## src/rtl/mem_bist_64x16.sv

```systemverilog
// March C- BIST controller for the 64x16 dual-port SRAM wrapper: port-0 march, port-1 read sweep,
// pass/fail with first-failure address and element.
module mem_bist_64x16 #(
    parameter int unsigned    DEPTH   = 64,
    parameter int unsigned    AW      = 6,
    parameter int unsigned    DW      = 16,
    parameter logic [DW-1:0]  PATTERN = 16'h0000
) (
    input  logic          clk_i,
    input  logic          rst_ni,
    input  logic          start_i,
    output logic          busy_o,
    output logic          done_o,
    output logic          pass_o,
    output logic [AW-1:0] fail_addr_o,
    output logic [2:0]    fail_elem_o,
    output logic [7:0]    err_cnt_o,
    output logic [AW-1:0] a0_o,
    output logic [DW-1:0] d0_o,
    output logic [DW-1:0] wem0_o,
    output logic          ce0_o,
    output logic          we0_o,
    input  logic [DW-1:0] q0_i,
    output logic [AW-1:0] a1_o,
    output logic [DW-1:0] d1_o,
    output logic [DW-1:0] wem1_o,
    output logic          ce1_o,
    output logic          we1_o,
    input  logic [DW-1:0] q1_i
);

    localparam logic [3:0] StIdle  = 4'd0;
    localparam logic [3:0] StM0    = 4'd1;
    localparam logic [3:0] StM1    = 4'd2;
    localparam logic [3:0] StM2    = 4'd3;
    localparam logic [3:0] StM3    = 4'd4;
    localparam logic [3:0] StM4    = 4'd5;
    localparam logic [3:0] StM5    = 4'd6;
    localparam logic [3:0] StM6    = 4'd7;
    localparam logic [3:0] StDrain = 4'd8;
    localparam logic [3:0] StFin   = 4'd9;

    localparam logic [AW-1:0] AddrLast = AW'(DEPTH - 1);

    logic [3:0]    state_q, state_d;
    logic [AW-1:0] addr_q, addr_d;
    logic          phase_q, phase_d;
    logic [DW-1:0] e_q, e_d;
    logic          v_q, v_d;
    logic [AW-1:0] af_q, af_d;
    logic [2:0]    ef_q, ef_d;
    logic [7:0]    err_cnt_q, err_cnt_d;
    logic [AW-1:0] fail_addr_q, fail_addr_d;
    logic [2:0]    fail_elem_q, fail_elem_d;
    logic          pass_q, pass_d;
    logic          done_q, done_d;

    logic          ce0, we0, ce1, rd;
    logic [DW-1:0] d0, rd_exp;
    logic          miscmp;

    // Access decode depends only on registered state and phase (phase 0 = read, 1 = write).
    always_comb begin
        ce0    = 1'b0;
        we0    = 1'b0;
        ce1    = 1'b0;
        rd     = 1'b0;
        d0     = PATTERN;
        rd_exp = PATTERN;
        case (state_q)
            StM0: begin
                ce0 = 1'b1;
                we0 = 1'b1;
            end
            StM1, StM3: begin
                ce0    = 1'b1;
                we0    = phase_q;
                rd     = ~phase_q;
                d0     = ~PATTERN;
                rd_exp = PATTERN;
            end
            StM2, StM4: begin
                ce0    = 1'b1;
                we0    = phase_q;
                rd     = ~phase_q;
                d0     = PATTERN;
                rd_exp = ~PATTERN;
            end
            StM5: begin
                ce0 = 1'b1;
                rd  = 1'b1;
            end
            StM6: begin
                ce1 = 1'b1;
                rd  = 1'b1;
            end
            default: ;
        endcase
    end

    assign miscmp = v_q && (((ef_q == 3'd6) ? q1_i : q0_i) != e_q);

    always_comb begin
        state_d     = state_q;
        addr_d      = addr_q;
        phase_d     = phase_q;
        err_cnt_d   = err_cnt_q;
        fail_addr_d = fail_addr_q;
        fail_elem_d = fail_elem_q;
        pass_d      = pass_q;
        done_d      = done_q;
        v_d         = rd;
        e_d         = rd_exp;
        af_d        = addr_q;
        ef_d        = state_q[2:0] - 3'd1;

        if (miscmp) begin
            if (err_cnt_q != 8'hFF) begin
                err_cnt_d = err_cnt_q + 8'd1;
            end
            if (err_cnt_q == 8'd0) begin
                fail_addr_d = af_q;
                fail_elem_d = ef_q;
            end
        end

        case (state_q)
            StIdle, StFin: begin
                if (start_i) begin
                    state_d     = StM0;
                    addr_d      = '0;
                    phase_d     = 1'b0;
                    err_cnt_d   = 8'd0;
                    fail_addr_d = '0;
                    fail_elem_d = 3'd0;
                    pass_d      = 1'b0;
                    done_d      = 1'b0;
                end
            end
            StM0, StM5, StM6: begin
                addr_d = addr_q + 1'b1;
                if (addr_q == AddrLast) begin
                    state_d = state_q + 4'd1;
                    addr_d  = '0;
                end
            end
            StM1, StM2: begin
                phase_d = ~phase_q;
                if (phase_q) begin
                    addr_d = addr_q + 1'b1;
                    if (addr_q == AddrLast) begin
                        state_d = state_q + 4'd1;
                        addr_d  = (state_q == StM2) ? AddrLast : '0;
                    end
                end
            end
            StM3, StM4: begin
                phase_d = ~phase_q;
                if (phase_q) begin
                    addr_d = addr_q - 1'b1;
                    if (addr_q == '0) begin
                        state_d = state_q + 4'd1;
                        addr_d  = (state_q == StM3) ? AddrLast : '0;
                    end
                end
            end
            StDrain: begin
                // The last port-1 compare lands on this edge, so judge on the next count.
                state_d = StFin;
                done_d  = 1'b1;
                pass_d  = (err_cnt_d == 8'd0);
            end
            default: state_d = StIdle;
        endcase
    end

    always_ff @(posedge clk_i or negedge rst_ni) begin
        if (!rst_ni) begin
            state_q     <= StIdle;
            addr_q      <= '0;
            phase_q     <= 1'b0;
            e_q         <= '0;
            v_q         <= 1'b0;
            af_q        <= '0;
            ef_q        <= 3'd0;
            err_cnt_q   <= 8'd0;
            fail_addr_q <= '0;
            fail_elem_q <= 3'd0;
            pass_q      <= 1'b0;
            done_q      <= 1'b0;
        end else begin
            state_q     <= state_d;
            addr_q      <= addr_d;
            phase_q     <= phase_d;
            e_q         <= e_d;
            v_q         <= v_d;
            af_q        <= af_d;
            ef_q        <= ef_d;
            err_cnt_q   <= err_cnt_d;
            fail_addr_q <= fail_addr_d;
            fail_elem_q <= fail_elem_d;
            pass_q      <= pass_d;
            done_q      <= done_d;
        end
    end

    assign busy_o      = (state_q != StIdle) && (state_q != StFin);
    assign done_o      = done_q;
    assign pass_o      = pass_q;
    assign fail_addr_o = fail_addr_q;
    assign fail_elem_o = fail_elem_q;
    assign err_cnt_o   = err_cnt_q;
    assign a0_o        = addr_q;
    assign d0_o        = d0;
    assign wem0_o      = '1;
    assign ce0_o       = ce0;
    assign we0_o       = we0;
    assign a1_o        = addr_q;
    assign d1_o        = '0;
    assign wem1_o      = '1;
    assign ce1_o       = ce1;
    assign we1_o       = 1'b0;

endmodule

```

## config.mk

```make
export PLATFORM = sky130hd
export DESIGN_NAME = mem_bist_64x16
export DESIGN_NICKNAME = d
export VERILOG_FILES = /design/src/rtl/mem_bist_64x16.sv
export SDC_FILE = /design/constraint.sdc
export NUM_CORES = 1
export LEC_CHECK = 0
export CAP_MARGIN = 20
export CORE_MARGIN = 4
export CORE_UTILIZATION = 39
export DETAILED_ROUTE_END_ITERATION = 6
export PLACE_DENSITY = 0.79
export SKIP_LAST_GASP = 1
export SYNTH_ARGS = -nofsm -noshare
export SYNTH_HDL_FRONTEND = slang
export SYNTH_SLANG_ARGS = --single-unit
```

## constraint.sdc

```tcl
create_clock -name clk_i -period 2.2 [get_ports clk_i]
set_input_delay 0.33 -clock clk_i [delete_from_list [all_inputs] [get_ports clk_i]]
set_output_delay 0.33 -clock clk_i [all_outputs]
set_load 0.02 [all_outputs]
```

==> impl_metrics.env <==
export IMPL_initial_utilization_pct=40.1
export IMPL_synth_largest_area_cell="dfrtp_1"
export IMPL_fin_tns_setup_ps=-118
export IMPL_path_class="reg2reg"
export IMPL_hold_path_class="in2async"
export IMPL_fill_cells=688
export IMPL_die_h_um=97.2
export IMPL_gp_congestion=0.925
export IMPL_synthArstFlopShare_pct=100
export IMPL_routed_wl_um=8320
export IMPL_h_tree_depth=2
export IMPL_die_w_um=97.2
export IMPL_syn_to_final_growth_pct=40.5
export IMPL_slew_violations=0
export IMPL_postLayoutCoreUtil_pct=56.4
export IMPL_placementRows=32
export IMPL_grtUsageTotal_pct=16.5
export IMPL_slew_headroom_pct=63.8
export IMPL_grt_max_degree=26
export IMPL_synth_edf_count=0
export IMPL_multiInputGateArea_um2=1860
export IMPL_status="finished with violations"
export IMPL_path_clk_slew_ps=90
export IMPL_via_per_inst=4.98
export IMPL_yosysMostFrequentCell="buf_4"
export IMPL_wl_per_cell_um=14.4
export IMPL_pre_cts_slack_ps=-545
export IMPL_post_dp_hpwl_um=6190
export IMPL_worstPathArrival_ps=2430
export IMPL_synth_top_cells_by_count="70 x buf_4, 41 x dfrtp_1, 34 x nor2_1"
export IMPL_grt_overflow=0
export IMPL_critPathBufInv=1
export IMPL_final_setup_worst_slack_ps=-57.8
export IMPL_swShare_pct=46.9
export IMPL_setup_viol=4
export IMPL_clockPowerShare_pct=9.1
export IMPL_drive_gt1_share_pct=28.4
export IMPL_numClockSinks=41
export IMPL_grt_pass1_vias=2799
export IMPL_hold_violations=0
export IMPL_yosysTopAreaCellShare_pct=33.1
export IMPL_finalCriticalPeriod_ps=2260
export IMPL_drt_pass1_iterations=4
export IMPL_cts_tree="done"
export IMPL_root_buffer="clkbuf_8"
export IMPL_syn_avg_cell_area_um2=8.59
export IMPL_r2r_cells=7
export IMPL_peakVddDrop_mv=0.725
export IMPL_antenna_found_initial=0
export IMPL_p_sw_mw=2.64
export IMPL_yosysSeqAreaShare_pct=33.1
export IMPL_ant_nets=0
export IMPL_intPower_mw=3.00
export IMPL_port_buffers=85
export IMPL_cp_start_kind="register"
export IMPL_r2r_start="a0_o[0]$_DFFE_PN0P_"
export IMPL_grt_pass1_wl_um=13200
export IMPL_cts_inserted_buffers=5
export IMPL_path_max_fanout=8
export IMPL_yosys_warnings=0
export IMPL_p_per_area_nw_per_um2=1290
export IMPL_tightest_slew_ps=543
export IMPL_first_iter_violations=92
export IMPL_p_leak_nw=2.00
export IMPL_r2r_setup_slack_ps=-60
export IMPL_n_antenna_cell=0
export IMPL_synth_cell_types=58
export IMPL_pwr_share_comb_pct=69.7
export IMPL_fin_crit_sh_pct=103
export IMPL_clockBufferDepth=2
export IMPL_die_area_um2=9440
export IMPL_violations="negative setup slack"
export IMPL_core_area_um2=7730
export IMPL_syn_inst=361
export IMPL_maxCapViolations=0
export IMPL_cpMostUsedCell="o21ai_1"
export IMPL_timing_rr_end="state_q[3]$_DFFE_PN0P_"
export IMPL_critPathMaxStageDelay_ps=520
export IMPL_clk_latency_ps=300
export IMPL_drc=0
export IMPL_syn_area_um2=3100
export IMPL_synthTopCellsByArea="dfrtp_1 33%, buf_4 17%, mux2i_1 4.5%"
export IMPL_cts_hold_buffers=0
export IMPL_cp_top_family="compound AO/OA/AOI/OAI gates"
export IMPL_cp_required_ps=2370
export IMPL_ys_ff_latch=41
export IMPL_fmax_ghz=0.443
export IMPL_path_cells="inv_2 > ha_4 > or3b_4 > or3_4 > a2111o_1 > o21ai_1 > o21ai_1"
export IMPL_ys_flop_type="dfrtp_1"
export IMPL_io_pins=135
export IMPL_pwr_share_seq_pct=21.2
export IMPL_rsz0062_at_grt="yes"
export IMPL_fin_nets=518
export IMPL_endpoint_kind="register"
export IMPL_slowest_stage="a2111o_1"
export IMPL_worst_clock_skew_ps=9.16
export IMPL_via_count=2876
export IMPL_seq_area_um2=1030
[worst reg2reg max path, stage by stage (launching register included)]
cell and delay, ps:
dfrtp_2 410, inv_2 80, ha_4 130, or3b_4 370, or3_4 380, a2111o_1 520, o21ai_1 160, o21ai_1 80
[area by class of cell]
type / count / area share, %
clock inverter: 3 / 0.574
inverter: 15 / 1.29
sequential: 41 / 23.7
clock buffer: 5 / 1.58
tap: 102 / 2.93
timing repair buffer: 139 / 27.4
multi-input combinational: 273 / 42.6
[layout by cell type (no fill, tap or decap), types with 5 or more instances in the layout]
cell / Yosys / routed
clkbuf_8: 0 / 5
and3_1: 5 / 5
conb_1: 2 / 49
xnor2_1: 6 / 5
dlygate4sd2_1: 0 / 9
o21ai_1: 6 / 10
a21oi_1: 11 / 7
clkdlybuf4s50_1: 0 / 51
dfrtp_1: 41 / 37
nand3_1: 15 / 14
nand4_1: 6 / 6
o21ai_0: 16 / 11
nor3_1: 9 / 8
ha_1: 8 / 6
nand2_1: 27 / 27
buf_2: 0 / 19
inv_1: 15 / 11
buf_4: 70 / 50
mux2i_1: 14 / 14
nor2_1: 34 / 29
[power groups by stage]
stage	Clock [mW]	Sequential, mW	Combinational [mW]
after CTS	0.528	1.19	3.73
after global placement	0	1.19	3.66
after detailed placement	0	1.20	3.69
after global routing	0.556	1.23	4.24
final	0.511	1.20	3.93
after floorplan	0	1.34	2.07
[metrics by stage]
| step | total power [mW] | hold slack, ps | cells | cell area, um2 |
|---|---|---|---|---|
| floorplan | 3.41 | 34.4 | 408 | 3310 |
| global placement | 4.85 | 350 | 560 | 4070 |
| detailed placement | 4.89 | 348 | 560 | 4070 |
| CTS | 5.45 | 23.0 | 569 | 4270 |
| global route | 6.03 | 49.5 | 578 | 4360 |
| finish | 5.64 | 9.23 | 578 | 4360 |
[sequential cells by signal, summed over array words and instances, names as in the netlist, 3 cells and up]
signal       cells
err_cnt_o        8
a0_o             6
af_q             6
fail_addr_o      6
state_q          4
ef_q             3
fail_elem_o      3
[worst max path at each step]
stage / startpoint / to / slack, ps / cells past startpoint
floorplan: a0_o[0]$_DFFE_PN0P_ / state_q[2]$_DFFE_PN0P_ / -50 / 7
global placement: q0_i[6] / pass_o$_DFFE_PN0P_ / -510 / 8
detailed placement: q0_i[6] / pass_o$_DFFE_PN0P_ / -540 / 8
CTS: state_q[1]$_DFFE_PN0P_ / ce0_o / -90 / 7
global route: a0_o[0]$_DFFE_PN0P_ / a0_o[5]$_DFFE_PN0P_ / -140 / 9
finish: a0_o[0]$_DFFE_PN0P_ / state_q[3]$_DFFE_PN0P_ / -60 / 7
[per-layer routing]
layer	GRT usage, %	part of all wire, %	wire (um)	vias to the layer above
met4	3.02	0.53	44	0
met5	0	0	0	-
met3	3.95	8.6	715	5
met1	21.2	41	3440	1368
li1	-	-	-	1376
met2	28.6	50	4130	127
[what timing repair did]
action	in CTS	in global routing
cloned	0	0
setup buffers	1	9
resized for setup	85	56
pin swaps	17	20
endpoints found under the setup margin	35	31
[kinds of logic after synthesis]
kind of cell	count (synthesis)	synth area share, %
other cells	2	0.242
fa+ha+maj	8	3.23
buf+inv	94	19.8
mux	15	5.00
flops	41	33.1
xor+xnor	7	1.98
compound gates	65	14.6
simple gates	129	22.1
(Power assumes the default switching activity.)
